## src/rtl/bus_pkg.sv

```systemverilog
// Shared bus definitions: FSM states, region codes and default widths.
// Used by bus_master and the address decoder.
package bus_pkg;

  localparam int BUS_AW = 15;
  localparam int BUS_DW = 8;

  typedef enum logic [1:0] {
    IDLE,
    XFER,
    RESP
  } state_t;

  localparam logic [1:0] REG_NONE = 2'b00;
  localparam logic [1:0] REG_S1   = 2'b01;
  localparam logic [1:0] REG_S2   = 2'b10;
  localparam logic [1:0] REG_S3   = 2'b11;

  function automatic logic is_mapped(input logic [1:0] region);
    return region != REG_NONE;
  endfunction

endpackage

```

## src/rtl/bus_wait_timer.sv

```systemverilog
// Clearable wait counter; done flags the edge on which the count
// reaches TIMEOUT. Instantiated under BUS_MASTER_TIMEOUT_EN.
module bus_wait_timer #(
  parameter int TIMEOUT = 16
) (
  input  logic clk,
  input  logic rst,
  input  logic clr,
  input  logic en,
  output logic done
);

  localparam int CW = $clog2(TIMEOUT + 1);

  logic [CW-1:0] cnt;

  always_ff @(posedge clk or posedge rst) begin
    if (rst)
      cnt <= '0;
    else if (clr)
      cnt <= '0;
    else if (en && cnt != CW'(TIMEOUT))
      cnt <= cnt + 1'b1;
  end

  assign done = en && (cnt == CW'(TIMEOUT - 1));

endmodule

```

## src/rtl/bus_master.sv

```systemverilog
// Single-outstanding bus initiator with a one-command user port.
// Define BUS_MASTER_TIMEOUT_EN to abort transfers stuck on HREADY.
module bus_master
  import bus_pkg::*;
#(
  parameter int AW      = BUS_AW,
  parameter int DW      = BUS_DW,
  parameter int TIMEOUT = 16
) (
  input  logic          CLK,
  input  logic          RST,
  input  logic          CMD_VALID,
  output logic          CMD_READY,
  input  logic          CMD_WRITE,
  input  logic [AW-1:0] CMD_ADDR,
  input  logic [DW-1:0] CMD_WDATA,
  output logic          RSP_VALID,
  output logic [DW-1:0] RSP_RDATA,
  output logic          RSP_ERR,
  output logic [AW-1:0] HADDR,
  output logic          HWRITE,
  output logic [DW-1:0] HWDATA,
  output logic          HVALID,
  input  logic [DW-1:0] HRDATA,
  input  logic          HREADY
);

  state_t        state, state_d;
  logic [AW-1:0] haddr_d;
  logic          hwrite_d, hvalid_d;
  logic [DW-1:0] hwdata_d;
  logic [DW-1:0] rd_q, rd_d;
  logic          err_q, err_d;
  logic          rsp_valid_d, rsp_err_d;
  logic [DW-1:0] rsp_rdata_d;
  logic          mapped;
  logic          to_done;

  assign mapped    = is_mapped(CMD_ADDR[AW-1:AW-2]);
  assign CMD_READY = (state == IDLE);

`ifdef BUS_MASTER_TIMEOUT_EN
  bus_wait_timer #(
    .TIMEOUT(TIMEOUT)
  ) u_timer (
    .clk (CLK),
    .rst (RST),
    .clr (state != XFER),
    .en  (state == XFER && !HREADY),
    .done(to_done)
  );
`else
  assign to_done = 1'b0;
`endif

  always_ff @(posedge CLK or posedge RST) begin
    if (RST) begin
      state     <= IDLE;
      HADDR     <= '0;
      HWRITE    <= 1'b0;
      HWDATA    <= '0;
      HVALID    <= 1'b0;
      rd_q      <= '0;
      err_q     <= 1'b0;
      RSP_VALID <= 1'b0;
      RSP_RDATA <= '0;
      RSP_ERR   <= 1'b0;
    end else begin
      state     <= state_d;
      HADDR     <= haddr_d;
      HWRITE    <= hwrite_d;
      HWDATA    <= hwdata_d;
      HVALID    <= hvalid_d;
      rd_q      <= rd_d;
      err_q     <= err_d;
      RSP_VALID <= rsp_valid_d;
      RSP_RDATA <= rsp_rdata_d;
      RSP_ERR   <= rsp_err_d;
    end
  end

  always_comb begin
    state_d = state;
    unique case (state)
      IDLE: if (CMD_VALID) state_d = mapped ? XFER : RESP;
      XFER: if (HREADY || to_done) state_d = RESP;
      RESP: state_d = IDLE;
      default: state_d = IDLE;
    endcase
  end

  always_comb begin
    haddr_d     = HADDR;
    hwrite_d    = HWRITE;
    hwdata_d    = HWDATA;
    hvalid_d    = HVALID;
    rd_d        = rd_q;
    err_d       = err_q;
    rsp_valid_d = 1'b0;
    rsp_rdata_d = '0;
    rsp_err_d   = 1'b0;
    unique case (state)
      IDLE: begin
        if (CMD_VALID) begin
          rd_d  = '0;
          err_d = !mapped;
          if (mapped) begin
            haddr_d  = CMD_ADDR;
            hwrite_d = CMD_WRITE;
            hwdata_d = CMD_WRITE ? CMD_WDATA : '0;
            hvalid_d = 1'b1;
          end
        end
      end
      XFER: begin
        if (HREADY || to_done) begin
          // HREADY beats a coincident timeout
          rd_d     = (HREADY && !HWRITE) ? HRDATA : '0;
          err_d    = !HREADY;
          haddr_d  = '0;
          hwrite_d = 1'b0;
          hwdata_d = '0;
          hvalid_d = 1'b0;
        end
      end
      RESP: begin
        rsp_valid_d = 1'b1;
        rsp_rdata_d = rd_q;
        rsp_err_d   = err_q;
      end
      default: ;
    endcase
  end

endmodule
```

## config.mk

```make
export PLATFORM = sky130hd
export DESIGN_NAME = bus_master
export DESIGN_NICKNAME = d
export VERILOG_FILES = /design/src/rtl/bus_pkg.sv /design/src/rtl/bus_wait_timer.sv /design/src/rtl/bus_master.sv
export SDC_FILE = /design/constraint.sdc
export NUM_CORES = 1
export LEC_CHECK = 0
export CAP_MARGIN = 20
export CORE_MARGIN = 10
export CORE_UTILIZATION = 40
export DETAILED_ROUTE_END_ITERATION = 8
export PLACE_DENSITY = 0.75
export SLEW_MARGIN = 20
export SYNTH_ARGS = -nofsm -noshare
export SYNTH_HDL_FRONTEND = slang
export SYNTH_HIERARCHICAL = 1
export SYNTH_SLANG_ARGS = --single-unit
```

## constraint.sdc

```tcl
create_clock -name CLK -period 1.5 [get_ports CLK]
set_clock_uncertainty 0.05 [all_clocks]
set_input_delay 0.45 -clock CLK [delete_from_list [all_inputs] [get_ports CLK]]
set_output_delay 0.45 -clock CLK [all_outputs]
set_load 0.02 [all_outputs]
```

After elaboration in Yosys (flattened, before gate mapping) --
Index checks and enable logic that the tools add are counted.
Operators by class: shift operators 0, divide/modulo/power cells 0, bitwise logic cells 0, mux-type cells 30, $add $sub $neg 0, order comparisons 0, multiply operators 0, equality and inequality tests 5, reduce and logical (&&, ||, !) cells 10
Operators with widths (count):
- 8-bit two-way mux | 8
- 15-bit two-way mux | 3
- 8-bit case mux with 2 select lines | 2
- 15-bit case mux with 2 select lines | 1
- 1-bit two-way mux | 9
- 2-bit two-way mux | 3
- 1-bit case mux with 2 select lines | 3
- 2-bit inequality test (second input constant) | 2
- 2-bit case mux with 2 select lines | 1
- 4-bit AND reduction | 1
- 2-bit nonzero test | 2
- 1-bit logical NOT | 3
- 3-bit AND reduction | 1
- 2-bit by 1-bit equality test with 1-bit output (second input constant) | 1
- 2-bit equality test (second input constant) | 1
- 2-bit logical NOT | 1
- 2-bit by 1-bit inequality test with 1-bit output (second input constant) | 1
- 2-bit AND reduction | 1
- 1-bit logical AND | 1
Storage, ports and cells: bits in read-only memories 0, bits in writable memories 0, memories 0, register bits after elaboration 46, output and inout port bits 36, word-level logic and storage cells 55, bits in latches 0

Longest topological paths before layout --
depth in word-level cells 5, gate-level depth with buffers 6, gate-level depth less buffers 3

Least setup slack after synthesis --
OpenSTA, ideal clock, no wires.
kind register to output, start point register state[1], end point output CMD_READY, slack -0.122 ns, arrival time 1.122 ns, required time 1.000 ns, buffers on the path 3, cell stages (with the launch flop) 5, cell sequence dfrtp_1 buf_2 buf_2 buf_2 nor2_1
On the way: word-level cells in the longest chain between the ends 1
Ends and longest elaborated chain:
- start: declaration | RTL line bus_master.sv:28 | state_t state, state_d;
- start signal: assignment | RTL line bus_master.sv:69 | state <= state_d;
- 2-bit logical NOT | RTL line bus_master.sv:40 | assign CMD_READY = (state == IDLE);
- end: declaration | RTL line bus_master.sv:13 | output logic CMD_READY,
No other way between the ends.

Worst setup path after layout --
start point register state[0], end point register HWDATA[2]
On the way: word-level cells in the longest chain between the ends 3
Ends and longest elaborated chain:
- 2-bit by 1-bit equality test with 1-bit output or 2-bit logical NOT (tied branches) | RTL line bus_master.sv:102 | unique case (state)
- 2-bit inequality test (no line), or another cell as far along
- 4-bit AND reduction (no line)
- end signal: assignment | RTL line bus_master.sv:72 | HWDATA <= hwdata_d;
- end: declaration | RTL line bus_master.sv:22 | output logic [DW-1:0] HWDATA,
Several ways; a longest one is shown, not always the timed one. A chain may end at the register's enable or synchronous reset.

==> metrics.yaml <==
sta:
  setup_ws_ps: -49.03
  rsz0062_at_grt: "true"
  min_period_ps: 1549
  fmax_mhz: 645.6
  tightest_slew_ps: 258.9
  slew-limit-headroom_pct: 82.59
  finalHoldViolations: 0
  fin_tns_setup_ps: -420.9
  fin_crit_sh_pct: 103.3
  setup_violations: 15
  drv_slew: 0
  hold_ws_ps: 436.7
critical_path:
  critPathKind: "register to register"
  critical_path_arrival_ps: 1740
  crit_fanout: 7
  crit_required_ps: 1690
  critPathLaunchType: "register"
  endpoint_kind: "register"
logic_synthesis:
  synthArstFlopShare_pct: 100.0
  ys.flop_type: "dfrtp_1"
  synth_edf_count: 0
  yosysSeqAreaShare_pct: 56.20
  synth_most_common_cell: "dfrtp_1"
  synthTopCellsByCount: "dfrtp_1 (46), a221o_1 (24), inv_1 (18)"
  syn_nets: 203
  synth_top_area_share_pct: 56.20
  synth_area_leaders: "dfrtp_1 (56%), a221o_1 (12%), a221oi_1 (6.4%), o211a_1 (3.9%), a22o_1 (3.4%)"
  postSynthAreaPerCell_um2: 12.26
  yosysWarnings: 6
  synth_cell_type_count: 26
  synth_top_cell_by_area: "dfrtp_1"
  syn_inst: 167
  synth_seq_cells: 46
  syn_area_um2: 2048
floorplan:
  die-width_um: 91.56
  dieHeight_um: 91.56
  start_util_pct: 42.25
  dieArea_um2: 8382
  ioPinCount: 72
  coreArea_um2: 4848
  rows: 25
global_route:
  grt_pass1_wl_um: 10290
  grt_max_degree: 47
  antenna_found_initial: 1
  grt.total_usage_pct: 14.95
  globalRouteOverflowTotal: 0
  grt_pass1_vias: 1973
cts:
  cts_max_level: 2
  cts.sinks: 46
  cts_root_buf: "clkbuf_8"
  cts_made_buffers: 5
  cts.hold.buffers_added: 0
  clock_path_buffers: 2
  clkTransAtPathRegs_ps: 80
  clock_latency_ps: 300
  cts_tree: "yes"
power_and_ir_drop:
  pwr-share-seq_pct: 31.9
  fin_total_pwr_mw: 6.106
  power_density_nw_per_um2: 1817
  p_int_mw: 3.734
  p_sw_share_pct: 38.84
  ir_worst_vdd_uv: 978.5
  p_leak_nw: 1.661
  p_switching_mw: 2.372
  power_frac_comb_pct: 55.8
  clkPwrFrac_pct: 12.3
drt:
  dr.pass1.iters: 4
  drt_drc_violations_left: 0
  routed-via-count: 1871
  antenna_left: 0
  routed_via_density: 5.423
  avgRoutedWirePerCell_um: 19.37
  wl_um: 6683
  dr.first_iter.drc_count: 139
finish:
  finalCoreUtilization_pct: 69.32
  final_cells: 345
  fin_area_um2: 3361
  syn_to_final_growth_pct: 64.08
  fillers: 372
  layout.nets: 312
  drive_above_1_share_pct: 40.07
placed_design:
  hpwl_um: 4190
  pre_cts_ws_ps: -690.8
  place_inst: 325
  placed_area_um2: 3042
  place_congestion: 0.7463
  port_buffers: 71
outcome:
  violations: "setup timing"
  status: "complete, but fails checks"
run:
  max_cap_violations: 0
min_path:
  hold_path.class: "register to register"
==> flip-flops by register name (all words and copies together) (netlist names) <==
signal     flops
RSP_ERR        1
RSP_RDATA      8
rd_q           8
HADDR         15
HWDATA         8
HVALID         1
RSP_VALID      1
err_q          1
state          2
HWRITE         1
==> area by class of cell <==
cell class	instances	area [um^2]	area share (%)
flip-flops and latches	46	1151	34.25
repair buffers	117	1077	32.06
multi-input cells	88	888.4	26.43
well taps	67	83.83	2.494
clock buffers	6	72.57	2.159
inverters	18	71.32	2.122
clock inverters	2	13.76	0.4095
diodes	1	2.502	0.07446
==> power by group through the flow <==
| stage | Clock (mW) | Sequential, mW | Combinational [mW] |
|---|---|---|---|
| detailed placement | 0 | 1.96 | 3.05 |
| floorplan | 0 | 2.38 | 1.11 |
| global placement | 0 | 1.95 | 2.98 |
| CTS | 0.753 | 1.95 | 3.20 |
| global route | 0.806 | 2.00 | 3.67 |
| finish | 0.751 | 1.95 | 3.41 |
==> per-layer routing <==
layer | GRT usage [%] | vias up | share of wire (%)
li1 | - | 866 | -
met1 | 17.52 | 928 | 39
met2 | 25.24 | 69 | 52
met3 | 4.444 | 8 | 7.6
met4 | 5.352 | 0 | 1.2
met5 | 0 | - | 0
==> critical path, stage by stage (launching register included) <==
cell and delay [ps]:
dfrtp_1 420, buf_6 150, buf_12 120, nor2b_4 160
buf_6 170, and4_4 270, a221o_1 150
==> final timing paths <==
kind / cells past startpoint / slack (ps) / from / end
setup / recovery: 6 / -50 / state[0]$_DFFE_PP0P_ / HWDATA[2]$_DFFE_PP0P_
hold / removal: 1 / 440 / rd_q[6]$_DFFE_PP0P_ / RSP_RDATA[6]$_DFF_PP0_
setup reg to reg: 6 / -50 / state[0]$_DFFE_PP0P_ / HWDATA[2]$_DFFE_PP0P_
hold reg to reg: 1 / 440 / rd_q[6]$_DFFE_PP0P_ / RSP_RDATA[6]$_DFF_PP0_
max in group asynchronous: 3 / 700 / RST / HWDATA[5]$_DFFE_PP0P_
min in group asynchronous: 3 / 490 / RST / HADDR[4]$_DFFE_PP0P_
==> cell families after synthesis <==
| kind of cell | Yosys count | share of synthesized area (%) |
|---|---|---|
| compound gates | 61 | 27.25 |
| simple gates | 25 | 8.491 |
| buf+inv | 35 | 8.063 |
| flops | 46 | 56.20 |
==> cells in the final DEF, fill, tap and decap left out, drive strengths merged, types with 8 or more instances in the layout <==
cell type / count
a221o: 24
a221oi: 15
a22o: 8
inv: 17
clkbuf: 23
and2: 10
buf: 50
clkdlybuf4s15: 14
o211a: 8
clkdlybuf4s50: 31
dfrtp: 46
==> what timing repair did <==
item | CTS | global route
buffers inserted | 2 | 4
pin swaps | 2 | 16
endpoints found under the setup margin | 80 | 53
gates resized for setup | 104 | 52
cloned | 4 | 2
Note: power is estimated with default switching activity, not from simulation.
